===== config.mk =====
export PLATFORM = sky130hd
export DESIGN_NAME = ysyx_24080006_mem_arb
export DESIGN_NICKNAME = d
export VERILOG_FILES = /design/src/rtl/ysyx_24080006_arb_pkg.sv /design/src/rtl/ysyx_24080006_arb_timer.sv /design/src/rtl/ysyx_24080006_mem_arb.sv
export SDC_FILE = /design/constraint.sdc
export NUM_CORES = 1
export LEC_CHECK = 0
export BUFFER_PORTS_ARGS = -buffer_cell sky130_fd_sc_hd__buf_4
export CORE_ASPECT_RATIO = 0.6
export CORE_MARGIN = 5
export CORE_UTILIZATION = 44
export CTS_CLUSTER_SIZE = 20
export DETAILED_ROUTE_END_ITERATION = 8
export PLACE_DENSITY = 0.79
export SYNTH_ARGS = -nofsm -noshare
export SYNTH_HDL_FRONTEND = slang
export SYNTH_SLANG_ARGS = --single-unit
export TNS_END_PERCENT = 5

===== constraint.sdc =====
create_clock -name clock -period 2.1 [get_ports clock]
set_input_delay 0.42 -clock clock [delete_from_list [all_inputs] [get_ports clock]]
set_output_delay 0.42 -clock clock [all_outputs]
set_load 0.01 [all_outputs]

===== src/rtl/ysyx_24080006_arb_pkg.sv =====
// Shared types for the IFU/LSU memory arbiter: FSM states, owner tags and the latched request.
package ysyx_24080006_arb_pkg;

  localparam int unsigned ARB_ADDR_W = 32;
  localparam int unsigned ARB_DATA_W = 32;

  typedef enum logic [1:0] {
    ARB_IDLE = 2'd0,
    ARB_REQ  = 2'd1,
    ARB_RSP  = 2'd2,
    ARB_RET  = 2'd3
  } arb_state_e;

  typedef enum logic {
    OWN_IFU = 1'b0,
    OWN_LSU = 1'b1
  } arb_owner_e;

  typedef struct packed {
    logic [ARB_ADDR_W-1:0]   addr;
    logic                    we;
    logic [ARB_DATA_W-1:0]   wdata;
    logic [ARB_DATA_W/8-1:0] wstrb;
  } mem_req_t;

endpackage


===== src/rtl/ysyx_24080006_arb_timer.sv =====
// Watchdog for one outstanding downstream transaction; expired marks the last
// allowed cycle so the arbiter lands in RET TIMEOUT_CYC cycles after entering REQ.
module ysyx_24080006_arb_timer #(
  parameter int unsigned TIMEOUT_CYC = 1023
) (
  input  logic clock,
  input  logic reset,
  input  logic clr,
  input  logic en,
  output logic expired
);

  localparam int unsigned CW = $clog2(TIMEOUT_CYC + 1);
  localparam logic [CW-1:0] LAST = CW'(TIMEOUT_CYC - 1);

  logic [CW-1:0] cnt;

  always_ff @(posedge clock) begin
    if (reset)    cnt <= '0;
    else if (clr) cnt <= '0;
    else if (en)  cnt <= cnt + CW'(1);
  end

  assign expired = en && (cnt == LAST);

endmodule


===== src/rtl/ysyx_24080006_mem_arb.sv =====
// Two-master (IFU, LSU) to one-slave memory arbiter, one transaction in flight, LSU wins ties.
// Optional watchdog: define YSYX_24080006_ARB_TIMEOUT_EN.
module ysyx_24080006_mem_arb
  import ysyx_24080006_arb_pkg::*;
#(
  parameter int unsigned ADDR_W      = ARB_ADDR_W,
  parameter int unsigned DATA_W      = ARB_DATA_W,
  parameter int unsigned TIMEOUT_CYC = 1023
) (
  input  logic                clock,
  input  logic                reset,
  input  logic                ifu_req_valid,
  output logic                ifu_req_ready,
  input  logic [ADDR_W-1:0]   ifu_addr,
  output logic                ifu_rsp_valid,
  input  logic                ifu_rsp_ready,
  output logic [DATA_W-1:0]   ifu_rdata,
  output logic                ifu_rsp_err,
  input  logic                lsu_req_valid,
  output logic                lsu_req_ready,
  input  logic [ADDR_W-1:0]   lsu_addr,
  input  logic                lsu_we,
  input  logic [DATA_W-1:0]   lsu_wdata,
  input  logic [DATA_W/8-1:0] lsu_wstrb,
  output logic                lsu_rsp_valid,
  input  logic                lsu_rsp_ready,
  output logic [DATA_W-1:0]   lsu_rdata,
  output logic                lsu_rsp_err,
  output logic                mem_req_valid,
  input  logic                mem_req_ready,
  output logic [ADDR_W-1:0]   mem_addr,
  output logic                mem_we,
  output logic [DATA_W-1:0]   mem_wdata,
  output logic [DATA_W/8-1:0] mem_wstrb,
  input  logic                mem_rsp_valid,
  output logic                mem_rsp_ready,
  input  logic [DATA_W-1:0]   mem_rdata,
  input  logic                mem_rsp_err
);

  arb_state_e        state;
  arb_owner_e        owner;
  mem_req_t          req_q;
  logic [DATA_W-1:0] rdata_q;
  logic              err_q;
  logic              tmo;
  logic              idle, ret;

  assign idle = (state == ARB_IDLE);
  assign ret  = (state == ARB_RET);

`ifdef YSYX_24080006_ARB_TIMEOUT_EN
  ysyx_24080006_arb_timer #(.TIMEOUT_CYC(TIMEOUT_CYC)) u_timer (
    .clock   (clock),
    .reset   (reset),
    .clr     (idle),
    .en      ((state == ARB_REQ) || (state == ARB_RSP)),
    .expired (tmo)
  );
`else
  localparam bit TMO_EN = 1'b0;
  assign tmo = TMO_EN && (TIMEOUT_CYC != 0);
`endif

  assign lsu_req_ready = idle && lsu_req_valid;
  assign ifu_req_ready = idle && ifu_req_valid && !lsu_req_valid;

  // Handshakes are withheld on the expiry cycle so nothing is accepted that is then abandoned.
  assign mem_req_valid = (state == ARB_REQ) && !tmo;
  assign mem_rsp_ready = (state == ARB_RSP) && !tmo;
  assign mem_addr      = req_q.addr;
  assign mem_we        = req_q.we;
  assign mem_wdata     = req_q.wdata;
  assign mem_wstrb     = req_q.wstrb;

  assign ifu_rsp_valid = ret && (owner == OWN_IFU);
  assign lsu_rsp_valid = ret && (owner == OWN_LSU);
  assign ifu_rdata     = ifu_rsp_valid ? rdata_q : '0;
  assign ifu_rsp_err   = ifu_rsp_valid && err_q;
  assign lsu_rdata     = lsu_rsp_valid ? rdata_q : '0;
  assign lsu_rsp_err   = lsu_rsp_valid && err_q;

  always_ff @(posedge clock) begin
    if (reset) begin
      state   <= ARB_IDLE;
      owner   <= OWN_IFU;
      req_q   <= '0;
      rdata_q <= '0;
      err_q   <= 1'b0;
    end else begin
      unique case (state)
        ARB_IDLE: begin
          if (lsu_req_valid) begin
            owner <= OWN_LSU;
            req_q <= '{addr: lsu_addr, we: lsu_we, wdata: lsu_wdata, wstrb: lsu_wstrb};
            state <= ARB_REQ;
          end else if (ifu_req_valid) begin
            owner <= OWN_IFU;
            req_q <= '{addr: ifu_addr, we: 1'b0, wdata: '0, wstrb: '0};
            state <= ARB_REQ;
          end
        end
        ARB_REQ, ARB_RSP: begin
          if (tmo) begin
            rdata_q <= '0;
            err_q   <= 1'b1;
            state   <= ARB_RET;
          end else if (state == ARB_REQ) begin
            if (mem_req_ready) state <= ARB_RSP;
          end else if (mem_rsp_valid) begin
            // Stores still answer, but never with read data.
            rdata_q <= req_q.we ? '0 : mem_rdata;
            err_q   <= mem_rsp_err;
            state   <= ARB_RET;
          end
        end
        ARB_RET: begin
          if ((owner == OWN_IFU) ? ifu_rsp_ready : lsu_rsp_ready) state <= ARB_IDLE;
        end
        default: state <= ARB_IDLE;
      endcase
    end
  end

endmodule


==> impl_metrics.py, run 1 <==
metrics = {
    "status": {
        "outcome": "complete, no violations",
    },
    "global_route": {
        "global_route_wire_length_before_repair_um": 23600,
        "grt_pass1_vias": 4647,
        "antenna_violations_before_repair": 0,
        "overall_fraction_of_global_route_tracks_in_use": 0.221,
        "maximum_number_of_pins_on_one_net_before_global_route_repair": 41,
        "grt-ovfl-total": 0,
    },
    "sta": {
        "timing.final.setup_violations": 0,
        "post-route-period-util": 0.946,
        "finalClockSkew_ns": 0.0117,
        "setup_tns_ns": 0,
        "slew_headroom": 0.343,
        "layout_min_cycle_time_ns": 1.99,
        "report.final.slew_viol_count": 0,
        "final_hold_viol_count": 0,
        "finalHoldWorstSlack_ns": 0.318,
        "fmax_mhz": 503,
        "max_slew.worst_pin.slew_ns": 0.982,
        "rsz0062_at_grt": "true",
    },
    "synth": {
        "ys.flop_type": "dfxtp_1",
        "ys_async_sr_fraction": 0,
        "synth_area_per_cell_um2": 9.20,
        "synth_cell_type_count": 25,
        "synth_nets": 667,
        "post_synth_and_or_nand_nor_area_fraction": 0.230,
        "yosys_register_bits": 105,
        "main_combinational_cell_family_by_area_after_synthesis": "simple AND/OR/NAND/NOR gates",
        "yosys_warnings": 0,
        "synthCells": 521,
        "synth-edff-count": 0,
        "synthMuxAreaShare": 0.0752,
        "syn-cell-area_um2": 4790,
        "synth_sequential_area_ratio": 0.438,
        "synth_compound_gate_area_share": 0.185,
        "synth_top_cells_by_area": "dfxtp_1 44%, a211oi_2 8.4%, nor2_1 8.1%, mux2i_1 7.5%, a22oi_1 5.8%",
        "yosysTopAreaCellShare": 0.438,
        "synth-adder-area-share": 0.0104,
        "synthXorXnorAreaFrac": 0,
        "library_cell_with_the_largest_summed_area_after_synthesis": "dfxtp_1",
    },
    "detailed_routing": {
        "route.detailed.vias_per_inst": 5.09,
        "dr.pass1.iters": 4,
        "via_count": 4697,
        "final_wirelength_um": 15400,
        "avgRoutedWirePerCell_um": 16.6,
        "final_antenna_net_count": 0,
        "drt_first_iter_violations": 198,
        "drt_drc_violations_left": 0,
    },
    "pwr": {
        "post-layout-total-power_w": 0.00753,
        "irDropWorstVdd_mv": 0.499,
        "leakagePower_nw": 3.52,
        "cellPowerDensity_nw_per_um2": 1040,
    },
    "floorplanning": {
        "floorplan.initialDensity": 0.453,
        "design.core.area_um2": 10600,
        "die-height_um": 90.9,
        "floorplan.die.width_um": 145,
        "core.rowCount": 29,
        "die-area_um2": 13200,
        "floorplan.io_pins": 283,
    },
    "cts": {
        "path_clk_slew_ns": 0.08,
        "worst_skew_pair.late_latency_ns": 0.34,
        "cts_setup_buffers": 0,
        "tritoncts": "done",
        "cts_inserted_buffers": 9,
        "clock-root-buffer": "clkbuf_16",
        "clock_tree.buffer_depth": 2,
        "clock_sinks": 105,
        "htree_levels": 3,
    },
    "finish": {
        "register_area_um2": 2100,
        "num-nets-final": 925,
        "fraction_of_layout_instances_using_a_drive_strength_above_1": 0.446,
        "mostFrequentLayoutCells": "295 x buf_4, 105 x dfxtp_1, 104 x nor2_1, 37 x a22oi_1, 36 x mux2i_1",
        "multiInputGateArea_um2": 2410,
        "antenna-diode-count": 0,
        "most_common_cell_after_layout_fill_and_taps_aside": "buf_4",
        "fillCellCount": 871,
        "layout-area-overhead-vs-synth_pct": 51.6,
        "finalNonFillerCells": 923,
        "final_core_util": 0.686,
    },
    "worst_setup_path": {
        "timing.critical_path.arrival_ns": 1.57,
        "critical-path-slowest-cell": "dfxtp_1",
        "crit_required_ns": 1.68,
        "cp_bufs_invs": 2,
        "worst_setup_path_start_kind": "flip-flop",
        "endpoint_kind": "primary output",
        "dominant_delay_contributor_by_cell_family_on_the_critical_path": "buffers and inverters",
        "worst-path-max-fanout": 36,
        "worst-setup-path-type": "reg -> out",
        "path_cells": "ha_1 -> buf_4 -> and3_1 -> buf_4",
        "crit_top_cell": "buf_4",
        "crit_path_max_incr_delay_ns": 0.38,
    },
    "placement": {
        "io_port_bufs": 282,
        "globalplace.congestion": 0.808,
        "numPlacedInstances": 906,
        "place_hpwl_um": 11800,
    },
    "run": {
        "drv.max_cap_violation_count": 0,
    },
    "worst_hold_path": {
        "min_path_type": "in -> reg",
    },
}
per-stage QoR:
stage	area, um2	worst slack [ns]
3_5_place_dp	6950	0.253
4_1_cts	7250	0.0421
3_3_place_gp	6950	0.350
6_report	7270	0.114
5_1_grt	7270	-0.000302
2_1_floorplan	4790	0.366
kinds of logic (layout without fill, tap and decap cells):
kind of cell,after synthesis,after routing
buffers and inverters,56,319
multiplexers,36,36
flip-flops,105,105
AO/OA/AOI/OAI,107,107
adder cells (fa/ha/maj),4,4
AND/OR/NAND/NOR,213,213
registers in the layout, indices dropped and copies added, names as in the netlist:
signal	flops
err_q	1
mem_addr	32
mem_wdata	32
mem_we	1
mem_wstrb	4
owner	1
rdata_q	32
state	2
where the power goes:
part / internal, W / switching [W]
Clock: 0.000843 / 0.000793
Sequential: 0.00246 / 0.000288
Combinational: 0.00140 / 0.00174
worst min-delay path: stages:
cell and delay, ns:
buf_4 0.07, a22oi_1 0.06, nor2_1 0.07
synth_stat cells (all sizes together) (2+ instances only):
cell type and number:
a211oi 33, a21oi 33, a22oi 37, and2 35, and3 33, buf 32, clkbuf 20, dfxtp 105
ha 4, inv 4, mux2i 36, nand2 5, nor2 104, nor3b 33, o21ai 2
final timing paths:
| check | startpoint | to | slack [ns] | cells after the start |
|---|---|---|---|---|
| worst max-delay path | state[1] | lsu_rdata[30] | 0.11 | 4 |
| worst min-delay path | lsu_wdata[28] | mem_wdata[28] | 0.32 | 3 |
| worst max register to register | state[0] | mem_addr[15] | 0.34 | 6 |
| worst min register to register | mem_wdata[28] | mem_wdata[28] | 0.50 | 2 |
routing by layer:
metal | vias to the layer above | global-route usage | routed length [um]
met2 | 163 | 0.383 | 7630
met1 | 2197 | 0.260 | 6070
met3 | 16 | 0.0810 | 1460
li1 | 2321 | - | -
met5 | - | 0 | 0
met4 | 0 | 0.0497 | 211
final cells by class:
type	count	share of cell area
multi-input combinational	360	0.331
timing repair buffer	299	0.313
sequential	105	0.289
clock buffer	9	0.0310
tap	139	0.0239
clock inverter	7	0.00930
inverter	4	0.00207
what timing repair did:
item                                    CTS  global route
resized for setup                         0             6
endpoints found under the setup margin    0            33
hold buffers                              0             0
No activity file was read; power rests on OpenSTA's default activity.
==> inputs of run 2 (changes only) <==
ABC_AREA = 1   (was unset)
CORE_UTILIZATION = 43   (was 44)
PLACE_DENSITY = 0.78   (was 0.79)
RECOVER_POWER = 50   (was unset)
==> run 2 against run 1 <==
Net effect:
- sequential power about the same
- clock power increased by 6%
- global-route usage increased by 0.19 points
- critical path depth increased by 3
- maximum frequency increased by 0.49%
- sequential share of layout area increased by 1.9 points
==> impl_metrics.py, run 2 <==
metrics = {
    "cts": {
        "worst_skew_pair.late_latency_ns": 0.34,
        "postCtsHoldBufs": 0,
        "cts_inserted_buffers": 9,
        "cts_setup_buffers": 0,
        "clock_tree.buffer_depth": 2,
        "htree_levels": 3,
        "clock_sinks": 105,
        "tritoncts": "done",
        "path_clk_slew_ns": 0.08,
        "clock-root-buffer": "clkbuf_16",
    },
    "pwr": {
        "leakagePower_nw": 2.97,
        "cellPowerDensity_nw_per_um2": 1050,
        "internal_power_w": 0.00444,
        "p_comb_frac": 0.367,
        "share_seq_of_total_power": 0.389,
        "power.clock.fraction": 0.244,
        "post-layout-total-power_w": 0.00713,
        "irDropWorstVdd_mv": 0.457,
        "power.share.switching": 0.378,
        "total_switching_power_w": 0.00270,
    },
    "synth": {
        "synth_sequential_area_ratio": 0.452,
        "library_cell_with_the_largest_summed_area_after_synthesis": "dfxtp_1",
        "yosysTopAreaCellShare": 0.452,
        "syn-cell-area_um2": 4650,
        "synth-edff-count": 0,
        "ys_async_sr_fraction": 0,
        "ys.flop_type": "dfxtp_1",
        "yosys_register_bits": 105,
        "ys_top_cells_by_count": "150 x nand2_1, 105 x dfxtp_1, 76 x nor2_1",
        "synth_area_per_cell_um2": 7.64,
        "synthCells": 609,
        "synth_cell_type_count": 21,
        "synth_nets": 755,
        "yosys_warnings": 0,
        "yosysMostFrequentCell": "nand2_1",
        "synth_top_cells_by_area": "dfxtp_1 45%, nand2_1 12%, a211oi_2 8.6%, a21oi_1 7.7%, nor2_1 6.1%",
    },
    "floorplanning": {
        "floorplan.initialDensity": 0.441,
        "die-area_um2": 13100,
        "die-height_um": 90.6,
        "floorplan.io_pins": 283,
        "core.rowCount": 29,
        "design.core.area_um2": 10600,
        "floorplan.die.width_um": 144,
    },
    "sta": {
        "setup_tns_ns": 0,
        "report.final.slew_viol_count": 0,
        "slew_headroom": 0.628,
        "finalClockSkew_ns": 0.00692,
        "fmax_mhz": 506,
        "final_hold_viol_count": 0,
        "post-route-period-util": 0.941,
        "timing.final.setup_violations": 0,
        "max_slew.worst_pin.slew_ns": 0.557,
        "layout_min_cycle_time_ns": 1.98,
        "rsz0062_at_grt": "false",
    },
    "detailed_routing": {
        "final_wirelength_um": 15400,
        "drt_first_iter_violations": 256,
        "avgRoutedWirePerCell_um": 15.2,
        "drt_drc_violations_left": 0,
        "dr.pass1.iters": 5,
        "via_count": 5038,
        "final_antenna_net_count": 0,
        "route.detailed.vias_per_inst": 4.98,
    },
    "finish": {
        "mostFrequentLayoutCells": "219 x buf_4, 150 x nand2_1, 103 x dfxtp_1, 73 x nor2_1, 72 x a21oi_1",
        "most_common_cell_after_layout_fill_and_taps_aside": "buf_4",
        "antenna-diode-count": 0,
        "fraction_of_layout_instances_using_a_drive_strength_above_1": 0.321,
        "layout-area-overhead-vs-synth_pct": 46.7,
        "num-nets-final": 1014,
    },
    "run": {
        "drv.max_cap_violation_count": 0,
    },
    "global_route": {
        "global_route_wire_length_before_repair_um": 24000,
        "use_met2": 0.382,
        "antenna_violations_before_repair": 0,
        "busiest_layer": "met2",
        "grt_pass1_vias": 4884,
        "grt-ovfl-total": 0,
        "gr_util_met3": 0.0772,
        "met1_usage": 0.265,
        "maximum_number_of_pins_on_one_net_before_global_route_repair": 71,
        "overall_fraction_of_global_route_tracks_in_use": 0.223,
    },
    "status": {
        "outcome": "complete, no violations",
    },
    "worst_setup_path": {
        "crit_path_max_incr_delay_ns": 0.36,
        "worst-path-max-fanout": 11,
        "crit_top_cell": "buf_4",
        "critical-path-slowest-cell": "dfxtp_2",
        "dominant_delay_contributor_by_cell_family_on_the_critical_path": "buffers and inverters",
        "crit_required_ns": 1.68,
        "worst-setup-path-type": "reg -> out",
        "worst_setup_path_start_kind": "flip-flop",
        "endpoint_kind": "primary output",
        "path_cells": "ha_2 -> inv_1 -> nor2_4 -> inv_2 -> buf_4 -> nor2_1 -> buf_4",
        "timing.critical_path.arrival_ns": 1.56,
        "cp_bufs_invs": 4,
    },
    "placement": {
        "globalplace.congestion": 0.921,
        "io_port_bufs": 282,
        "place_hpwl_um": 12000,
    },
    "worst_hold_path": {
        "min_path_type": "in -> reg",
    },
}
-- run 2: changes by cell type in the layout (fill, tap and decap cells not counted), moves of 32 or more --
cell,delta
inv_1,+44
clkbuf_1,+71
nand2_1,+145
nor3b_1,-33
mux2i_1,-36
a31oi_1,+32
a22oi_1,-37
a21oi_1,+39
and3_1,-33
and2_1,-35
buf_4,-76
-- run 2: timing repair --
action | CTS | global route
gates cloned | 0 | 0
pin swaps | 0 | 0
gates resized for setup | 5 | 6
hold endpoints to repair | 0 | 0
endpoints found under the setup margin | 33 | 33
-- run 2: layout make-up --
type | instances | area (um2)
well taps | 139 | 174
clock buffers | 9 | 225
repair buffers | 296 | 1980
flip-flops and latches | 105 | 2100
clock inverters | 7 | 88.8
inverters | 50 | 193
fillers | 938 | 3730
multi-input cells | 406 | 2060
-- run 2: final timing paths --
check                      from             to  slack, ns  depth (start not counted)
hold reg to reg    mem_wdata[8]   mem_wdata[8]       0.46                          2
setup / recovery       state[0]  ifu_rdata[27]       0.12                          7
hold / removal    lsu_wdata[28]  mem_wdata[28]       0.34                          3
setup reg to reg       state[0]    mem_addr[0]       0.22                          7
-- run 2: logic make-up (layout without fill, tap and decap cells) --
group	count (synthesis)	count (layout)	share of synthesized area
compound gates	169	169	0.242
fa+ha+maj	4	4	0.0108
buf+inv	98	362	0.105
flops	105	105	0.452
simple gates	233	233	0.191
-- run 2: power groups by stage --
| stage | clock network [W] | logic, W | registers, W |
|---|---|---|---|
| 2_1_floorplan | 0 | 0.00181 | 0.00291 |
| 3_3_place_gp | 0 | 0.00283 | 0.00279 |
| 3_5_place_dp | 0 | 0.00291 | 0.00281 |
| 4_1_cts | 0.00178 | 0.00292 | 0.00278 |
| 5_1_grt | 0.00188 | 0.00289 | 0.00284 |
| 6_report | 0.00174 | 0.00262 | 0.00277 |
-- run 2: metal layers --
layer  share of wire  up-vias
met4           0.017        0
met5               0        -
met2            0.49      210
li1                -     2498
met3           0.099       23
met1            0.40     2307
-- run 2: worst reg2reg max path, cell delays in order, from the launching register on --
cell and delay, ns:
dfxtp_2 0.34, inv_1 0.08, ha_1 0.19, nand2_1 0.11, nand2_2 0.38, clkbuf_2 0.39, o21ai_0 0.13, a31oi_1 0.18
-- run 2: through the flow --
stage                util  instances  instance area (um2)  hold slack, ns  setup slack (ns)
floorplan               -        609                 4650           0.450             0.379
global placement    0.642        996                 6780           0.450             0.285
detailed placement  0.642        996                 6780           0.454             0.234
CTS                 0.673       1012                 7110           0.320           0.00944
global route        0.647       1012                 6830           0.316           0.00388
finish              0.647       1012                 6830           0.335             0.123
==> inputs of run 3 (changes only) <==
CORE_UTILIZATION = 47   (was 43)
PLACE_DENSITY = 0.84   (was 0.78)
SETUP_SLACK_MARGIN = 0.02   (was unset)
clock period = 2.51 ns   (was 2.1 ns; I/O delays follow)
==> run 3 against run 2 <==
Net effect:
- core utilization rose by 4.2 points
- critical path depth stayed put
- global-route usage increased by 2.1 points
- setup slack better by 0.15 ns
- largest cell class unchanged
- highest routed layer unchanged
- critical path type unchanged
- wire length grew 1.0%
- sequential cell count unchanged
- die area shrank 7.8%
- first-iteration DRC count decreased by 25%
- power is 18% lower
- sequential share of layout area is 0.40 points higher
- clock skew up 0.0044 ns
- count of clock-buffer cells in the layout rose by 1
==> impl_metrics.py, run 3 (synthesized netlist as in run 2, its figures left out) <==
metrics = {
    "sta": {
        "timing.final.setup_violations": 0,
        "report.final.slew_viol_count": 0,
        "finalClockSkew_ns": 0.0113,
        "post-route-period-util": 0.890,
        "finalHoldWorstSlack_ns": 0.417,
        "layout_min_cycle_time_ns": 2.23,
        "setup_ws_ns": 0.276,
        "slew_headroom": 0.349,
        "setup_tns_ns": 0,
        "max_slew.worst_pin.slew_ns": 0.976,
        "final_hold_viol_count": 0,
        "rsz0062_at_grt": "false",
        "fmax_mhz": 448,
    },
    "worst_hold_path": {
        "min_delay_path_depth": 3,
        "min_path_type": "in -> reg",
        "whs_endpoint": "mem_wdata[19]",
        "worst_hold_startpoint": "lsu_wdata[19]",
    },
    "cts": {
        "cts_inserted_buffers": 9,
        "clock_sinks": 105,
        "clock_tree.buffer_depth": 2,
        "tritoncts": "done",
        "clock-root-buffer": "clkbuf_16",
        "htree_levels": 3,
        "path_clk_slew_ns": 0.08,
        "worst_skew_pair.late_latency_ns": 0.34,
        "postCtsHoldBufs": 0,
    },
    "worst_setup_path": {
        "r2r_cells": 7,
        "worst-setup-path-type": "reg -> out",
        "worst_setup_path_start_kind": "flip-flop",
        "timing.critical_path.arrival_ns": 1.73,
        "startpoint_of_the_worst_slack_reg_to_reg_timing_path": "state[0]",
        "worst-path-max-fanout": 13,
        "regToRegEndpoint": "mem_addr[1]",
        "crit_required_ns": 2.01,
        "r2r_slack_ns": 0.40,
        "endpoint_kind": "primary output",
    },
    "floorplanning": {
        "die-height_um": 87.1,
        "die-area_um2": 12100,
        "floorplan.io_pins": 283,
        "core.rowCount": 28,
        "design.core.area_um2": 9770,
        "floorplan.die.width_um": 138,
        "floorplan.initialDensity": 0.476,
    },
    "status": {
        "outcome": "complete, no violations",
    },
    "detailed_routing": {
        "met3_wirelength_um": 1300,
        "final_wirelength_um": 15500,
        "drt_drc_violations_left": 0,
        "avgRoutedWirePerCell_um": 15.4,
        "drt_first_iter_violations": 191,
        "highest_layer": "met4",
        "met2_routed_wl_um": 7960,
        "dr.pass1.iters": 4,
        "drt-met1-wl_um": 5910,
        "via_count": 5093,
        "route.detailed.vias_per_inst": 5.05,
        "final_antenna_net_count": 0,
    },
    "placement": {
        "detailed_place.area_um2": 6730,
        "place_hpwl_um": 11500,
        "place_ws_ns": 0.291,
        "globalplace.congestion": 0.860,
        "io_port_bufs": 282,
    },
    "finish": {
        "antenna-diode-count": 0,
        "postLayoutCellArea_um2": 6730,
        "mostFrequentLayoutCells": "222 x buf_4, 150 x nand2_1, 105 x dfxtp_1, 76 x nor2_1",
        "layout-area-overhead-vs-synth_pct": 44.6,
        "most_common_cell_after_layout_fill_and_taps_aside": "buf_4",
        "fraction_of_layout_instances_using_a_drive_strength_above_1": 0.307,
        "fillCellCount": 873,
        "num-nets-final": 1015,
    },
    "global_route": {
        "grt_pass1_vias": 4990,
        "overall_fraction_of_global_route_tracks_in_use": 0.244,
        "grt-ovfl-total": 0,
        "global_route_wire_length_before_repair_um": 24300,
        "antenna_violations_before_repair": 0,
        "maximum_number_of_pins_on_one_net_before_global_route_repair": 67,
    },
    "pwr": {
        "cellPowerDensity_nw_per_um2": 866,
        "post-layout-total-power_w": 0.00583,
        "irDropWorstVdd_mv": 0.568,
        "leakagePower_nw": 2.94,
    },
    "run": {
        "drv.max_cap_violation_count": 0,
    },
}
## run 3: power by group
| group | internal, W | switching, W | leakage, nW | total (W) |
|---|---|---|---|---|
| combinational | 0.000771 | 0.00140 | 1.93 | 0.00218 |
| sequential | 0.00212 | 0.000190 | 0.864 | 0.00231 |
| clock | 0.000713 | 0.000632 | 0.137 | 0.00135 |
## run 3: how the worst max path moves through the flow
| stage | from | endpoint | cells past startpoint |
|---|---|---|---|
| 4_1_cts | state[0] | ifu_rdata[19] | 7 |
| 5_1_grt | state[0] | ifu_rdata[5] | 7 |
| 2_1_floorplan | state[0] | ifu_rdata[10] | 6 |
| 3_3_place_gp | state[0] | ifu_rsp_err | 6 |
| 3_5_place_dp | state[0] | ifu_rdata[15] | 6 |
| 6_report | state[0] | ifu_rdata[5] | 7 |
## run 3: cell type report
cell class                 instances  area (um2)  share of cell area
multi-input combinational        406        2020               0.300
clock buffer                      10         239              0.0355
inverter                          50         196              0.0292
clock inverter                     6        48.8             0.00725
sequential                       105        2100               0.312
tap                              135         169              0.0251
timing repair inverter             1        7.51             0.00112
timing repair buffer             296        1950               0.290
## run 3: critical path, stage by stage (launching register included)
cell and delay (ns):
dfxtp_1 0.39, ha_1 0.20, inv_1 0.08, nor2_4 0.18
clkinvlp_4 0.12, buf_4 0.19, nor2_1 0.10, buf_4 0.13
## run 3: repair_timing
item	in CTS	in global routing
buffers inserted	4	0
endpoints found under the hold margin	0	0
cloned	1	0
resized for setup	3	1
setup endpoints to repair	33	3
## run 3: metrics by stage
step,std cells,util
3_3_place_gp,988,0.689
5_1_grt,1009,0.689
4_1_cts,1009,0.723
3_5_place_dp,988,0.689
2_1_floorplan,609,-
6_report,1009,0.689
## run 3: layer usage
| layer | GRT usage | up-vias |
|---|---|---|
| li1 | - | 2511 |
| met1 | 0.265 | 2348 |
| met2 | 0.460 | 203 |
| met3 | 0.0856 | 31 |
| met4 | 0.0610 | 0 |
| met5 | 0 | - |
